File: src/rtl/wb_pkg.sv
// rtl/wb_pkg.sv - shared types and load-type codes for the writeback stage
package wb_pkg;

    typedef enum logic {
        WB_IDLE,
        WB_WAIT_MEM
    } wb_state_e;

    localparam logic [2:0] LOAD_LB  = 3'b000;
    localparam logic [2:0] LOAD_LH  = 3'b001;
    localparam logic [2:0] LOAD_LW  = 3'b010;
    localparam logic [2:0] LOAD_LD  = 3'b011;
    localparam logic [2:0] LOAD_LBU = 3'b100;
    localparam logic [2:0] LOAD_LHU = 3'b101;
    localparam logic [2:0] LOAD_LWU = 3'b110;

endpackage

File: src/rtl/wb_load_align.sv
// rtl/wb_load_align.sv - combinational byte/half/word lane select with sign/zero extension
module wb_load_align
    import wb_pkg::*;
#(
    parameter int XLEN = 32,
    localparam int OFF_W = $clog2(XLEN / 8)
) (
    input  logic [XLEN-1:0]  data,
    input  logic [2:0]       funct3,
    input  logic [OFF_W-1:0] addr_lo,
    output logic [XLEN-1:0]  result
);

    logic [OFF_W-1:0] half_off;
    logic [OFF_W-1:0] word_off;
    logic [XLEN-1:0]  b_lane;
    logic [XLEN-1:0]  h_lane;
    logic [XLEN-1:0]  w_lane;

    // Only the offset bits above the access size pick the lane; misalignment is ignored.
    assign half_off = addr_lo & ~OFF_W'(1);
    assign word_off = addr_lo & ~OFF_W'(3);
    assign b_lane   = data >> {addr_lo, 3'b000};
    assign h_lane   = data >> {half_off, 3'b000};
    assign w_lane   = data >> {word_off, 3'b000};

    function automatic logic [XLEN-1:0] ext(input logic [XLEN-1:0] v, input int n, input logic sgn);
        logic [XLEN-1:0]        t;
        logic signed [XLEN-1:0] s;
        t = v << (XLEN - n);
        s = $signed(t);
        s = s >>> (XLEN - n);
        t = t >> (XLEN - n);
        if (sgn) begin
            return $unsigned(s);
        end
        return t;
    endfunction

    always_comb begin
        result = data;
        case (funct3)
            LOAD_LB:  result = ext(b_lane, 8, 1'b1);
            LOAD_LH:  result = ext(h_lane, 16, 1'b1);
            LOAD_LW:  result = ext(w_lane, 32, 1'b1);
            LOAD_LBU: result = ext(b_lane, 8, 1'b0);
            LOAD_LHU: result = ext(h_lane, 16, 1'b0);
            LOAD_LWU: result = ext(w_lane, 32, 1'b0);
            LOAD_LD:  result = data;
            default:  result = data;
        endcase
    end

endmodule

File: src/rtl/wb_stage_pipelined.sv
// rtl/wb_stage_pipelined.sv - writeback stage: source select, load wait FSM, register-file write and bypass
module wb_stage_pipelined
    import wb_pkg::*;
#(
    parameter int XLEN     = 32,
    parameter int NUM_SRC  = 4,
    parameter int LOAD_IDX = 1,
    parameter int TIMEOUT  = 64,
    localparam int OFF_W   = $clog2(XLEN / 8),
    localparam int SEL_W   = $clog2(NUM_SRC),
    localparam int CNT_W   = $clog2(TIMEOUT) + 1
) (
    input  logic                    clock,
    input  logic                    reset,
    input  logic                    io_in_valid,
    output logic                    io_in_ready,
    input  logic [SEL_W-1:0]        io_in_sel,
    input  logic [NUM_SRC*XLEN-1:0] io_in_src,
    input  logic [4:0]              io_in_rd,
    input  logic                    io_in_regwrite,
    input  logic [2:0]              io_in_funct3,
    input  logic [OFF_W-1:0]        io_in_addr_lo,
    input  logic                    io_mem_rsp_valid,
    input  logic [XLEN-1:0]         io_mem_rsp_data,
    output logic                    io_rf_wen,
    output logic [4:0]              io_rf_waddr,
    output logic [XLEN-1:0]         io_rf_wdata,
    output logic                    io_fwd_valid,
    output logic [4:0]              io_fwd_rd,
    output logic [XLEN-1:0]         io_fwd_data,
    output logic                    io_busy,
    output logic                    io_err_timeout,
    output logic                    io_err_unexp_rsp
);

    wb_state_e        state, state_nxt;
    logic [CNT_W-1:0] cnt, cnt_nxt;
    logic [4:0]       lat_rd;
    logic             lat_regwrite;
    logic [2:0]       lat_funct3;
    logic [OFF_W-1:0] lat_addr_lo;

    logic [XLEN-1:0]  src_mux;
    logic [XLEN-1:0]  load_data;
    logic             load_accept;
    logic             wr_fire;
    logic [4:0]       wr_rd;
    logic             wr_regwrite;
    logic [XLEN-1:0]  wr_data;
    logic             timeout_fire;

    // Selects that fall outside the populated sources resolve to source 0.
    always_comb begin
        src_mux = io_in_src[XLEN-1:0];
        for (int k = 1; k < NUM_SRC; k++) begin
            if (io_in_sel == SEL_W'(k)) begin
                src_mux = io_in_src[k*XLEN +: XLEN];
            end
        end
    end

    wb_load_align #(.XLEN(XLEN)) u_align (
        .data    (io_mem_rsp_data),
        .funct3  (lat_funct3),
        .addr_lo (lat_addr_lo),
        .result  (load_data)
    );

    always_comb begin
        state_nxt    = state;
        cnt_nxt      = cnt;
        io_in_ready  = 1'b0;
        load_accept  = 1'b0;
        wr_fire      = 1'b0;
        wr_rd        = io_in_rd;
        wr_regwrite  = io_in_regwrite;
        wr_data      = src_mux;
        timeout_fire = 1'b0;
        case (state)
            WB_IDLE: begin
                io_in_ready = reset;
                if (io_in_valid && io_in_ready) begin
                    if (io_in_sel == SEL_W'(LOAD_IDX)) begin
                        load_accept = 1'b1;
                        cnt_nxt     = '0;
                        state_nxt   = WB_WAIT_MEM;
                    end else begin
                        wr_fire = 1'b1;
                    end
                end
            end
            WB_WAIT_MEM: begin
                cnt_nxt = cnt + CNT_W'(1);
                // A response on the final allowed cycle still completes the load.
                if (io_mem_rsp_valid) begin
                    wr_fire     = 1'b1;
                    wr_rd       = lat_rd;
                    wr_regwrite = lat_regwrite;
                    wr_data     = load_data;
                    state_nxt   = WB_IDLE;
                end else if (cnt == CNT_W'(TIMEOUT - 1)) begin
                    timeout_fire = 1'b1;
                    state_nxt    = WB_IDLE;
                end
            end
            default: state_nxt = WB_IDLE;
        endcase
    end

    always_ff @(posedge clock) begin
        if (!reset) begin
            state            <= WB_IDLE;
            cnt              <= '0;
            lat_rd           <= '0;
            lat_regwrite     <= 1'b0;
            lat_funct3       <= '0;
            lat_addr_lo      <= '0;
            io_rf_wen        <= 1'b0;
            io_rf_waddr      <= '0;
            io_rf_wdata      <= '0;
            io_err_timeout   <= 1'b0;
            io_err_unexp_rsp <= 1'b0;
        end else begin
            state          <= state_nxt;
            cnt            <= cnt_nxt;
            io_rf_wen      <= 1'b0;
            io_err_timeout <= timeout_fire;
            if (load_accept) begin
                lat_rd       <= io_in_rd;
                lat_regwrite <= io_in_regwrite;
                lat_funct3   <= io_in_funct3;
                lat_addr_lo  <= io_in_addr_lo;
            end
            if (wr_fire) begin
                io_rf_wen   <= wr_regwrite && (wr_rd != 5'd0);
                io_rf_waddr <= wr_rd;
                io_rf_wdata <= wr_data;
            end
            if (state == WB_IDLE && io_mem_rsp_valid) begin
                io_err_unexp_rsp <= 1'b1;
            end
        end
    end

    assign io_busy      = (state == WB_WAIT_MEM);
    assign io_fwd_valid = io_rf_wen;
    assign io_fwd_rd    = io_rf_waddr;
    assign io_fwd_data  = io_rf_wdata;

endmodule

File: config.mk
export PLATFORM = sky130hd
export DESIGN_NAME = wb_stage_pipelined
export DESIGN_NICKNAME = d
export VERILOG_FILES = /design/src/rtl/wb_pkg.sv /design/src/rtl/wb_load_align.sv /design/src/rtl/wb_stage_pipelined.sv
export SDC_FILE = /design/constraint.sdc
export NUM_CORES = 1
export LEC_CHECK = 0
export CAP_MARGIN = 40
export CORE_AREA = 2 2 121 123
export CTS_BUF_LIST = sky130_fd_sc_hd__clkbuf_16
export DETAILED_ROUTE_END_ITERATION = 16
export DIE_AREA = 0 0 123 125
export HOLD_SLACK_MARGIN = 0.12
export PLACE_DENSITY = 0.66
export SLEW_MARGIN = 20
export SYNTH_ARGS = -nofsm -noshare
export SYNTH_HDL_FRONTEND = slang
export SYNTH_SLANG_ARGS = --single-unit
File: constraint.sdc
create_clock -name clock -period 3.55 [get_ports clock]
set_input_delay 0.71 -clock clock [delete_from_list [all_inputs] [get_ports clock]]
set_output_delay 0.71 -clock clock [all_outputs]
set_load 0.02 [all_outputs]
==> out/qor.txt <==
status - finished, final reports clean
area occupied by multi-input gates - 2420 µm²
largest net degree at the start of global routing - 45
class of the worst hold path - flip-flop to flip-flop
Pwr Density - 342 nW/µm²
Worst path slowest cell - clkdlybuf4s50_1
maximum VDD drop - 0.188 mV
crit-path max FO - 2
worst slack, placed - 0.707 ns
final instance area - 6620 µm²
Fill cells - 1,355
Worst Clk Skew - 0.00749 ns
postcts setup bufs - 0
endpoint class of the critical path - output port
critical path cell sequence - clkdlybuf4s50_1 -> inv_2 -> nor2_1 -> clkdlybuf4s50_1
Synth Area in Compound Gates - 0.261
# diodes - 0
Max Slew Vio Count - 0
register area - 1180 µm²
top-area cell type share of the netlist area - 0.287
Final ANT Viol Nets - 0
Most used DFF post-synth - dfxtp_1
I/O Buffers - 241
Hold Startpoint - lat_rd[3]
Tot GR Track Use - 0.200
R2R Path Start - io_busy
Yosys cell types - 47
Final nets - 825
Hold EP - lat_rd[3]
Worst EP required - 2.84 ns
mux cell area share after synthesis - 0.179
hold depth - 2
setup_tns - 0 ns
Clock Pin Slew Worst Setup and Hold Paths - 0.06 ns
Max Root-Sink Buffers - 2
Die ar. - 15,400 µm²
most frequent cells in the layout - clkdlybuf4s50_1 (239), nand2_1 (74), dfxtp_1 (59)
share of post-route cells with drive strength above 1 - 0.0982
Synth Instances - 467
kind of critical path - primary input to output port
IO Count - 257
Hold Fails Final Rpt - 0
worst-case reg-to-reg path depth - 4
ys async rst share - 0
Placer Congestion - 0.837
die width - 123 µm
placed insts - 819
DR WL/cell - 18.6 µm
Worst path max stage delay - 0.61 ns
most used cell, CP - clkdlybuf4s50_1
CP Launch Type - primary input
Layout area overhead - 60.9%
Post-Synth Simple-Gate Area - 0.140
EDFF count, synth - 0
Worst Setup Slack, final - 0.897 ns
first-pass iteration count of the detailed router - 5
slew margin rel. - 0.512
register bit total from synthesis - 59
initial core utilization - 0.289
Core Footprint - 14,200 µm²
number of global-route vias before repair - 4,394
post-cts hold buffer count - 0
fmax - 377 MHz
Area contributors post-synth - dfxtp_1 (29%), mux4_2 (10%), buf_4 (7.3%), nand2_1 (6.8%), a21oi_1 (4.9%)
H-tree levels - 3
Max Cap Viol - 0
Placed Instance Area - 6310 µm²
Synth Area in XOR/XNOR - 0.00639
PostCTS Resize Cnt - 0
via count - 4,351
global-route wire length before repair - 23,900 µm
DRC - 0
Routed WL - 15,500 µm
Die H - 125 µm
CTS tree - done
RSZ-0062 raised after global routing - no
fin cells - 836
Netlist Area Pre-Place - 4110 µm²
Synth area leader - dfxtp_1
Clk Tree Root Cell - clkbuf_16
CTS buffer count - 9
WP data arrival - 1.94 ns
initial antenna violation count - 0
Syn Nets - 645
reg2reg end - io_fwd_data[21]
CTS Sinks - 59
yosys synthesis warning count - 0
largest family of logic cells by synthesized area - compound AO/OA/AOI/OAI gates
via/cell ratio - 5.20
sequential share of the synthesized area - 0.287
Clock Latency Late Sink - 0.33 ns
commonest non-fill, non-tap cell in the layout - clkdlybuf4s50_1
DRT iter0 DRCs - 264
fin crit period - 2.65 ns
Avg Synthesized Cell Area - 8.80 µm²
final setup vio count - 0
worst reg2reg setup slack - 1.30 ns
adder-cell area share of the yosys netlist - 0.00304
Slew @ Worst Pin - 0.729 ns
row count - 44
Final period util - 0.747
dpl hpwl - 11,800 µm
Leak - 2.33 nW
GRT Residual Overflow - 0
[state kept, by name, summed over array words and instances, names as in the netlist]
| name | count |
|---|---|
| io_err_timeout | 1 |
| lat_regwrite | 1 |
| cnt | 7 |
| io_fwd_data | 32 |
| lat_funct3 | 3 |
| io_fwd_valid | 1 |
| io_fwd_rd | 5 |
| io_err_unexp_rsp | 1 |
| lat_rd | 5 |
| io_busy | 1 |
| lat_addr_lo | 2 |
[critical path: cells and delay by family]
family | cells | cell delay, ns
and+or+nand+nor | 1 | 0.08
buffers and inverters | 3 | 1.16
[per-layer routing]
metal	track usage	part of all wire	vias up
li1	-	-	2083
met1	0.257	0.42	2051
met2	0.335	0.49	195
met3	0.0488	0.079	22
met4	0.0535	0.015	0
met5	0	0	-
[cells in the mapped netlist, types with 2 or more instances]
library cell  count
nand4_1           2
a21oi_4           2
a22o_1            8
clkbuf_1         14
o221ai_1         15
a211oi_1          3
a311oi_1          6
or4_1             2
and2_1            2
o22ai_1           7
nor3_1            2
mux4_2           19
a22oi_1          23
a21oi_1          40
buf_2            20
nor2b_1           9
a31oi_1           2
dfxtp_1          59
nand2_1          74
nand3_1           3
buf_6             2
nor2_1           17
o22a_1           15
inv_1             3
mux2i_1          14
mux2_2           15
buf_4            40
o211ai_1         19
buf_1             4
nand3b_1          8
xor2_1            2
[area by class of cell]
| class | instances | area share |
|---|---|---|
| timing repair buffer | 249 | 0.373 |
| multi-input combinational | 324 | 0.366 |
| sequential | 59 | 0.179 |
| tap | 184 | 0.0348 |
| clock buffer | 9 | 0.0340 |
| clock inverter | 7 | 0.0106 |
| inverter | 4 | 0.00227 |
[report_power, final]
part	total (W)	internal (W)	switching, W
registers	0.000738	0.000701	0.0000372
logic	0.000642	0.000373	0.000269
clock network	0.000883	0.000542	0.000341
total	0.00226	0.00162	0.000647
[worst max path at each step]
stage | from | to | depth (start not counted)
after floorplan | io_in_sel[0] | io_fwd_data[28] | 5
after global placement | io_mem_rsp_valid | io_fwd_rd[2] | 5
after detailed placement | reset | lat_addr_lo[0] | 7
after CTS | reset | io_in_ready | 4
after global routing | reset | lat_rd[1] | 7
final | reset | io_in_ready | 4
[kinds of logic (layout without fill, tap and decap cells)]
family / Yosys count / count (layout)
and+or+nand+nor: 126 / 126
xor gates and xnor gates: 3 / 3
adders and majority gates: 1 / 1
muxes: 48 / 48
DFF: 59 / 59
AOI/OAI and AO/OA: 146 / 146
buffers and inverters: 84 / 269
[through the flow]
step | utilization | total power (W) | hold slack [ns]
3_3_place_gp | 0.444 | 0.00139 | 0.445
5_1_grt | 0.466 | 0.00236 | 0.495
6_report | 0.466 | 0.00226 | 0.474
4_1_cts | 0.465 | 0.00228 | 0.474
2_1_floorplan | - | 0.00107 | 0.437
3_5_place_dp | 0.444 | 0.00140 | 0.465
(Power assumes the default switching activity.)
